--- config.mk ---
export PLATFORM = sky130hd
export DESIGN_NAME = l1_miss_ctrl
export DESIGN_NICKNAME = d
export VERILOG_FILES = /design/src/rtl/cache_pkg.sv /design/src/rtl/sat_counter.sv /design/src/rtl/l1_miss_ctrl.sv
export SDC_FILE = /design/constraint.sdc
export NUM_CORES = 1
export LEC_CHECK = 0
export CAP_MARGIN = 20
export CORE_MARGIN = 1
export CORE_UTILIZATION = 47
export DETAILED_ROUTE_END_ITERATION = 10
export PLACE_DENSITY = 0.87
export REMOVE_ABC_BUFFERS = 1
export SYNTH_ARGS = -nofsm -noshare
export SYNTH_HDL_FRONTEND = slang
export SYNTH_SLANG_ARGS = --single-unit
--- constraint.sdc ---
create_clock -name clk -period 4.7 [get_ports clk]
set_clock_uncertainty 0.15 [all_clocks]
set_input_delay 0.705 -clock clk [delete_from_list [all_inputs] [get_ports clk]]
set_output_delay 0.705 -clock clk [all_outputs]
set_load 0.005 [all_outputs]
--- src/rtl/cache_pkg.sv ---
// Shared L1 cache geometry and miss-handling FSM state type.
package cache_pkg;

  localparam int unsigned TAG_W    = 27;
  localparam int unsigned SET_W    = 2;
  localparam int unsigned OFFSET_W = 3;
  localparam int unsigned WAYS     = 2;
  localparam int unsigned SETS     = 4;

  typedef enum logic [2:0] {
    IDLE    = 3'd0,
    WB      = 3'd1,
    L2_LOOK = 3'd2,
    MEM_RD  = 3'd3,
    REFILL  = 3'd4
  } miss_state_t;

endpackage

--- src/rtl/sat_counter.sv ---
// Saturating up-counter with synchronous active-high reset.
module sat_counter #(
  parameter int unsigned WIDTH = 16
) (
  input  logic             clk,
  input  logic             rst,
  input  logic             inc,
  output logic [WIDTH-1:0] count
);

  // Count up on inc, holding at all-ones.
  always_ff @(posedge clk) begin
    if (rst) begin
      count <= '0;
    end else if (inc && (count != {WIDTH{1'b1}})) begin
      count <= count + WIDTH'(1);
    end
  end

endmodule

--- src/rtl/l1_miss_ctrl.sv ---
// L1 data-cache miss sequencer: dirty writeback, L2 lookup, memory read, refill.
module l1_miss_ctrl
  import cache_pkg::*;
#(
  parameter int unsigned DATA_WIDTH = 32,
  parameter int unsigned ADDR_WIDTH = 32,
  parameter int unsigned CNT_WIDTH  = 16
) (
  input  logic                  clk,
  input  logic                  rst,
  input  logic                  cpu_req,
  input  logic [ADDR_WIDTH-1:0] cpu_addr,
  input  logic                  hitL1,
  input  logic                  victim_dirty,
  input  logic [ADDR_WIDTH-1:0] victim_addr,
  input  logic [DATA_WIDTH-1:0] victim_data,
  output logic                  stall,
  output logic                  l2_req,
  output logic [ADDR_WIDTH-1:0] l2_addr,
  input  logic                  hitL2,
  input  logic [DATA_WIDTH-1:0] l2_rdata,
  output logic                  mem_req,
  output logic                  mem_we,
  output logic [ADDR_WIDTH-1:0] mem_addr,
  output logic [DATA_WIDTH-1:0] mem_wdata,
  input  logic                  mem_ack,
  input  logic [DATA_WIDTH-1:0] mem_rdata,
  output logic                  refill_en,
  output logic [ADDR_WIDTH-1:0] refill_addr,
  output logic [DATA_WIDTH-1:0] refill_data,
  output logic [CNT_WIDTH-1:0]  miss_count
);

  miss_state_t           state;
  logic [ADDR_WIDTH-1:0] lat_addr;
  logic                  miss;

  // A miss is only accepted while idle; other states ignore the CPU side.
  assign miss  = (state == IDLE) & cpu_req & ~hitL1;
  assign stall = (state != IDLE) | miss;

  sat_counter #(.WIDTH(CNT_WIDTH)) u_miss_cnt (
    .clk   (clk),
    .rst   (rst),
    .inc   (miss),
    .count (miss_count)
  );

  // State and registered outputs; outputs are loaded for the state being entered.
  // mem_addr/mem_wdata double as the victim latches during writeback.
  always_ff @(posedge clk) begin
    if (rst) begin
      state       <= IDLE;
      lat_addr    <= '0;
      l2_req      <= 1'b0;
      l2_addr     <= '0;
      mem_req     <= 1'b0;
      mem_we      <= 1'b0;
      mem_addr    <= '0;
      mem_wdata   <= '0;
      refill_en   <= 1'b0;
      refill_addr <= '0;
      refill_data <= '0;
    end else begin
      case (state)
        IDLE: begin
          if (miss) begin
            lat_addr <= cpu_addr;
            if (victim_dirty) begin
              state     <= WB;
              mem_req   <= 1'b1;
              mem_we    <= 1'b1;
              mem_addr  <= victim_addr;
              mem_wdata <= victim_data;
            end else begin
              state   <= L2_LOOK;
              l2_req  <= 1'b1;
              l2_addr <= cpu_addr;
            end
          end
        end
        WB: begin
          if (mem_ack) begin
            state   <= L2_LOOK;
            mem_req <= 1'b0;
            mem_we  <= 1'b0;
            l2_req  <= 1'b1;
            l2_addr <= lat_addr;
          end
        end
        L2_LOOK: begin
          l2_req <= 1'b0;
          if (hitL2) begin
            state       <= REFILL;
            refill_en   <= 1'b1;
            refill_addr <= lat_addr;
            refill_data <= l2_rdata;
          end else begin
            state    <= MEM_RD;
            mem_req  <= 1'b1;
            mem_we   <= 1'b0;
            mem_addr <= lat_addr;
          end
        end
        MEM_RD: begin
          if (mem_ack) begin
            state       <= REFILL;
            mem_req     <= 1'b0;
            refill_en   <= 1'b1;
            refill_addr <= lat_addr;
            refill_data <= mem_rdata;
          end
        end
        REFILL: begin
          state     <= IDLE;
          refill_en <= 1'b0;
        end
        default: begin
          state     <= IDLE;
          l2_req    <= 1'b0;
          mem_req   <= 1'b0;
          mem_we    <= 1'b0;
          refill_en <= 1'b0;
        end
      endcase
    end
  end

endmodule
==> results of run 1 <==
==> path summary, 6_finish.rpt <==
check	to	cells after the start	slack (ns)	startpoint
setup / recovery	stall	4	1.53	cpu_req
hold / removal	refill_addr[11]$_SDFFE_PP0P_	2	0.30	refill_addr[11]$_SDFFE_PP0P_
setup reg to reg	refill_data[28]$_SDFFE_PP0P_	6	1.59	state[1]$_SDFFE_PP0P_
hold reg to reg	refill_addr[11]$_SDFFE_PP0P_	2	0.30	refill_addr[11]$_SDFFE_PP0P_
==> through the flow <==
stage	instance area [µm²]	hold slack, ns	power (W)	setup slack, ns
3_3_place_gp	12360	0.2872	0.003299	1.447
5_1_grt	13110	0.3164	0.005314	1.372
2_1_floorplan	8444	0.2922	0.002682	-1.960
4_1_cts	13090	0.2996	0.005107	1.535
3_5_place_dp	12360	0.2920	0.003336	1.379
6_report	13110	0.2985	0.005077	1.528
==> sequential cells by signal (all words and copies together) (netlist names) <==
| signal | cells |
|---|---|
| mem_wdata | 32 |
| refill_data | 32 |
| lat_addr | 32 |
| mem_req | 1 |
| l2_req | 1 |
| mem_addr | 32 |
| u_miss_cnt.count | 16 |
| refill_en | 1 |
| mem_we | 1 |
| state | 3 |
| l2_addr | 32 |
| refill_addr | 32 |
==> final cells by class <==
type	count	share of cell area
multi-input cells	695	0.3172
inverters	4	0.001145
clock buffers	31	0.04923
repair buffers	360	0.2758
flip-flops and latches	215	0.3282
well taps	229	0.02185
clock inverters	7	0.006488
==> metal layers <==
metal,vias up,wire [µm],global-route usage,share of wire
li1,4037,-,-,-
met1,3863,10280,0.3035,0.39
met2,323,13270,0.4867,0.50
met3,69,1995,0.06354,0.075
met4,0,1016,0.1140,0.038
met5,-,0,0,0
==> cells in the final DEF (no fill, tap or decap), types with 3 or more instances in the layout <==
master / Yosys / routed
clkdlybuf4s50_1: 0 / 346
dfxtp_1: 215 / 215
nand2_1: 202 / 201
nor2_1: 123 / 123
a21oi_1: 104 / 104
mux2i_1: 97 / 97
a211oi_1: 70 / 70
a211oi_2: 28 / 28
clkbuf_16: 0 / 23
xnor2_1: 11 / 11
buf_4: 4 / 10
nand3_1: 8 / 8
nand4_1: 5 / 5
clkinv_2: 0 / 5
inv_1: 4 / 4
nor3_1: 4 / 4
clkbuf_8: 0 / 4
clkbuf_1: 51 / 4
nand2b_1: 3 / 3
and3_1: 4 / 3
a2111oi_0: 3 / 3
o21ai_0: 3 / 3
xor2_1: 3 / 3
nor4_1: 3 / 3
==> report_power, final <==
group          total (W)  switching [W]  leakage [nW]  internal, W
combinational    0.00118       0.000560          2.23     0.000623
sequential       0.00212       0.000120          1.75      0.00200
clock            0.00177       0.000712         0.365      0.00106
==> cells by family (layout without fill, tap and decap cells) <==
| group | Yosys count | count (layout) |
|---|---|---|
| simple gates | 364 | 364 |
| compound gates | 219 | 219 |
| flops | 215 | 215 |
| mux | 97 | 97 |
| buf+inv | 88 | 402 |
| xor+xnor | 14 | 14 |
| fa+ha+maj | 1 | 1 |
==> critical path, cell delays in order <==
cell	delay, ns
clkdlybuf4s50_1	0.46
nor2b_1	0.34
nand2b_1	0.26
clkdlybuf4s50_1	0.55
==> run summary, run 1 <==
final antenna diode count: 0
setup bufs post-CTS: 0
Die Wd: 139.1 µm
cts bufs inserted: 23
Site Rows: 49
placed insts: 1502
clock transition at the registers of the reported paths: 0.06 ns
Startpoint Class: input pin
Die Y: 139.1 µm
CP required: 3.85 ns
Leak: 4.343 nW
cts hold-fix bufs: 0
Multi-input gate area: 4160 µm²
initial antenna violation count: 0
DR iter-0 viols: 523
drt pass-1 iters: 11
final wirelength: 26560 µm
CP endpoint kind: output pin
Final min period: 3.172 ns
Synth Area in Compound Gates: 0.1733
post-synth cell types: 43
CTS max path bufs: 3
WP data arrival: 2.32 ns
Post-synth top flop: dfxtp_1
GR Util All Layers: 0.2698
area grow syn2layout: 48.54%
largest family of logic cells by synthesized area: compound AO/OA/AOI/OAI gates
mux cell area share after synthesis: 0.1100
starting density of the core: 0.4848
nets: 1467
clk sinks: 215
count leader, synth: dfxtp_1
clock root buffer master: clkbuf_16
number of flops mapped to enable cells by yosys: 0
IO buf count: 347
Wirelength per Cell: 17.24 µm
sequential share of the synthesized area: 0.4875
final setup violation count: 0
CTS tree: yes
Max Slew Vio Count: 0
grt ovf: 0
Synth Instances: 998
Worst VDD drop: 0.0002898 V
Fin. Hold Viols: 0
global-route wire length before repair: 42090 µm
top cell type's share of synthesized area: 0.4875
Worst slew margin: 0.3178
# H-tree levels: 1
FF+latch area: 4304 µm²
worst slew pin tran: 1.023 ns
vias: 8292
vias in the first global route: 8160
Post-Syn Area: 8828 µm²
Layout Utilization: 0.7202
top cells by area, synth: dfxtp_1, mux2i_1, nand2_1
post-synthesis simple-gate area fraction: 0.1687
GPL Wtd Cong: 0.8324
Post-CTS Resized: 0
Crit Path Max Fanout: 6
largest net degree at the start of global routing: 97
WS Path Type: input pin to output pin
Via density: 5.381
Commonest cells post-synth: dfxtp_1, nand2_1, nor2_1, a21oi_1, mux2i_1
RSZ-0062 raised after global routing: false
Ys Warns: 0
Post-synth ARST share: 0
drt drc: 18
post-synthesis register bit count: 215
remaining antenna violation count: 0
final period utilization: 0.6749
cell area power density: 387.1 nW/µm²
fillcell total: 1334
max_cap viols: 0
Die ar.: 19340 µm²
I/O pin total: 348
failing checks: design-rule violations
core area: 18210 µm²
top cell type by total area after synthesis: dfxtp_1
setup tns final: 0 ns
Non-Filler Instances: 1541
adder-cell share of the synthesized area: 0.001417
syn_area_per_cell: 8.846 µm²
f_max: 0.3152 GHz
layout cell share with drive strength beyond 1: 0.06631
outcome: complete, but fails checks
DP Wirelength: 18180 µm
min-delay worst type: flop to flop
later-pin clock latency in the skew report: 0.50 ns
xor and xnor area share after synthesis: 0.01389
(Power assumes the default switching activity.)
==> inputs of run 2 (changes only) <==
- CORE_UTILIZATION: 47 -> 40
- PLACE_DENSITY: 0.87 -> 0.78
- clock period: 4.7 -> 2.7 ns (I/O delays scaled with it)
==> run summary, run 2 (synthesis results as in run 1) <==
Final min period: 2.544 ns
later-pin clock latency in the skew report: 0.50 ns
DR iter-0 viols: 337
IO buf count: 347
global-route wire length before repair: 40850 µm
Layout Utilization: 0.6291
CTS max path bufs: 3
remaining antenna violation count: 0
Die ar.: 22670 µm²
Worst path slowest cell: clkdlybuf4s50_1
CP required: 2.14 ns
Leak: 4.470 nW
Die Y: 150.6 µm
initial antenna violation count: 0
commonest non-fill, non-tap cell in the layout: clkdlybuf4s50_1
largest net degree at the start of global routing: 72
cell area power density: 662.6 nW/µm²
final wirelength: 26830 µm
Max Slew Vio Count: 0
cts bufs inserted: 23
combinational share of power: 0.243
# H-tree levels: 1
WP data arrival: 1.99 ns
vias: 8231
nets: 1485
Final Cell Area: 13430 µm²
PnR worst setup slack: 0.1564 ns
final hold slack: 0.2269 ns
DP Wirelength: 19430 µm
Site Rows: 53
Worst VDD drop: 0.0003531 V
commonest cells after routing, fill and taps aside: clkdlybuf4s50_1, dfxtp_1, nand2_1, nor2_1, a21oi_1
Crit Path Max Fanout: 17
register share of total power: 0.412
crit-path cells: nor3_4 > nand2b_1 > clkdlybuf4s50_1
vias in the first global route: 7939
starting density of the core: 0.4135
Wirelength per Cell: 16.68 µm
outcome: finished clean
f_max: 0.3931 GHz
clock transition at the registers of the reported paths: 0.06 ns
Startpoint Class: flop
cts hold-fix bufs: 0
CTS tree: yes
WS Path Type: flop to output pin
RSZ-0062 raised after global routing: false
Worst slew margin: 0.5423
Clk pwr share: 0.345
grt ovf: 0
final setup violation count: 0
final antenna diode count: 0
Die Wd: 150.6 µm
GPL Wtd Cong: 0.7988
setup bufs post-CTS: 0
Sw Ratio: 0.2766
GR Util All Layers: 0.2274
drt drc: 0
min-delay worst type: input pin to flop
clk sinks: 215
CP max stage delay: 0.52 ns
CP endpoint kind: output pin
clock root buffer master: clkbuf_16
worst slack at placement: 0.1554 ns
final period utilization: 0.9421
Post-Place Cell Area: 12690 µm²
net switching power: 0.002462 W
Via density: 5.119
I/O pin total: 348
layout cell share with drive strength beyond 1: 0.08177
internal power: 0.006440 W
core area: 21350 µm²
max_cap viols: 0
worst slew pin tran: 0.6809 ns
drt pass-1 iters: 5
area grow syn2layout: 52.17%
Post-CTS Resized: 2
Fin. Hold Viols: 0
## run 2: layout make-up
cell class | count | area [µm²]
clock buffer | 32 | 659.4
multi-input combinational | 695 | 4167
fill | 1794 | 7919
inverter | 4 | 15.01
timing repair buffer | 378 | 3870
sequential | 215 | 4305
clock inverter | 9 | 73.82
tap | 275 | 344.1
## run 2: path summary, 6_finish.rpt
path	end	slack, ns	depth (start not counted)	start
worst min-delay path	state[0]$_SDFFE_PP0P_	0.23	2	rst
worst max-delay path	stall	0.16	3	state[0]$_SDFFE_PP0P_
worst min register to register	refill_addr[24]$_SDFFE_PP0P_	0.30	2	refill_addr[24]$_SDFFE_PP0P_
worst max register to register	l2_addr[0]$_SDFFE_PP0P_	0.52	6	state[0]$_SDFFE_PP0P_
## run 2: critical path: cells and delay by family, from the launching register on
family | cells | cell delay [ns]
buffers and inverters | 1 | 0.52
flip-flops | 1 | 0.42
AND/OR/NAND/NOR | 2 | 0.54
## run 2: through the flow
step / instances / total power (W) / setup TNS, ns
floorplan: 914 / 0.004669 / -340.87
global placement: 1567 / 0.005846 / 0
detailed placement: 1567 / 0.005902 / 0
CTS: 1608 / 0.008994 / 0
global route: 1608 / 0.009311 / 0
finish: 1608 / 0.008902 / 0
## run 2: metal layers
metal	global-route usage	vias up	wire length, µm
li1	-	4069	-
met1	0.2614	3841	10640
met2	0.4118	280	13670
met3	0.05273	41	1897
met4	0.07424	0	620
met5	0	-	0
## run 2: power by group through the flow
stage	sequential [W]	clock, W	combinational (W)
3_3_place_gp	0.00373	0	0.00212
3_5_place_dp	0.00374	0	0.00217
5_1_grt	0.00371	0.00326	0.00235
4_1_cts	0.00367	0.00314	0.00218
6_report	0.00367	0.00307	0.00216
2_1_floorplan	0.00374	0	0.000926
==> inputs of run 3 (changes only) <==
- PLACE_DENSITY: 0.78 -> 0.77
==> run summary, run 3 (synthesis results as in run 1) <==
CP required: 2.14 ns
f_max: 0.3985 GHz
final period utilization: 0.9295
worst slack at placement: 0.1798 ns
nets: 1489
Via density: 5.106
core area: 21350 µm²
vias in the first global route: 7693
RSZ-0062 raised after global routing: false
clock root buffer master: clkbuf_16
outcome: finished clean
Worst Reg-to-Reg Cells: 7
I/O pin total: 348
WP data arrival: 1.95 ns
drt pass-1 iters: 5
CP endpoint kind: output pin
Crit Path Max Fanout: 7
cell area power density: 671.9 nW/µm²
starting density of the core: 0.4135
later-pin clock latency in the skew report: 0.50 ns
worst slew pin tran: 0.7443 ns
setup bufs post-CTS: 0
Die Wd: 150.6 µm
min-delay worst type: input pin to flop
Site Rows: 53
CTS tree: yes
CTS max path bufs: 3
cts bufs inserted: 23
Final min period: 2.510 ns
Pwr Total: 0.009038 W
Startpoint Class: flop
PnR worst setup slack: 0.1905 ns
commonest cells after routing, fill and taps aside: clkdlybuf4s50_1, dfxtp_1, nand2_1, nor2_1, a21oi_1
final antenna diode count: 0
largest net degree at the start of global routing: 84
Worst VDD drop: 0.0004119 V
drt drc: 0
GPL Wtd Cong: 0.8079
WHS Path Cells: 2
Final Cell Area: 13450 µm²
final hold slack: 0.2577 ns
Leak: 4.491 nW
# H-tree levels: 1
Die Y: 150.6 µm
remaining antenna violation count: 0
DR iter-0 viols: 326
fillcell total: 1848
final setup violation count: 0
final wirelength: 26650 µm
layout cell share with drive strength beyond 1: 0.08452
clock transition at the registers of the reported paths: 0.06 ns
area grow syn2layout: 52.37%
Post-Place Cell Area: 12670 µm²
WS Path Type: flop to output pin
initial antenna violation count: 0
max_cap viols: 0
grt ovf: 0
commonest non-fill, non-tap cell in the layout: clkdlybuf4s50_1
Die ar.: 22670 µm²
setup tns final: 0 ns
IO buf count: 347
Max Slew Vio Count: 0
Wirelength per Cell: 16.53 µm
Worst slew margin: 0.5038
DP Wirelength: 19160 µm
vias: 8231
global-route wire length before repair: 40570 µm
FF+latch area: 4304 µm²
Fin. Hold Viols: 0
Multi-input gate area: 4167 µm²
GR Util All Layers: 0.2256
clk sinks: 215
[run 3: cell types whose count changed in the layout (fill, tap and decap cells not counted), sizes merged]
| cell | delta |
|---|---|
| buf | +4 |
| bufinv | +1 |
| clkinv | -3 |
| inv | +2 |
[run 3: area by class of cell]
cell class / instances / share of cell area
flip-flops and latches: 215 / 0.3200
clock inverters: 9 / 0.007627
inverters: 4 / 0.001116
clock buffers: 32 / 0.04976
repair buffers: 382 / 0.2862
well taps: 275 / 0.02558
multi-input cells: 695 / 0.3097
[run 3: power breakdown]
| part | internal (W) | switching (W) |
|---|---|---|
| Sequential | 0.00348 | 0.000198 |
| Combinational | 0.00116 | 0.000988 |
| Clock | 0.00192 | 0.00129 |
[run 3: final timing paths]
path | to | startpoint | slack, ns
worst max-delay path | stall | state[0]$_SDFFE_PP0P_ | 0.19
worst min-delay path | l2_req$_SDFFE_PP0P_ | rst | 0.26
worst max register to register | refill_addr[29]$_SDFFE_PP0P_ | state[1]$_SDFFE_PP0P_ | 0.39
worst min register to register | refill_addr[3]$_SDFFE_PP0P_ | refill_addr[3]$_SDFFE_PP0P_ | 0.30
[run 3: repair_timing]
item / in CTS / in global routing
resized for setup: 0 / 1
hold buffers: 0 / 0
endpoints found under the setup margin: 0 / 1
[run 3: routing by layer]
metal | track usage | share of wire | up-vias
met5 | 0 | 0 | -
met4 | 0.06364 | 0.021 | 0
met3 | 0.05788 | 0.082 | 39
met2 | 0.3949 | 0.50 | 279
met1 | 0.2707 | 0.40 | 3826
li1 | - | - | 4087
[run 3: worst max-delay path, stage by stage, from the launching register on]
cell and delay (ns):
dfxtp_1 0.42, nor3_4 0.34, nand2b_1 0.19, clkdlybuf4s50_1 0.51
[run 3: stage by stage]
step                utilization  cells
global route             0.6300   1612
CTS                      0.6297   1612
detailed placement       0.5935   1571
floorplan                     -    914
global placement         0.5935   1571
finish                   0.6300   1612
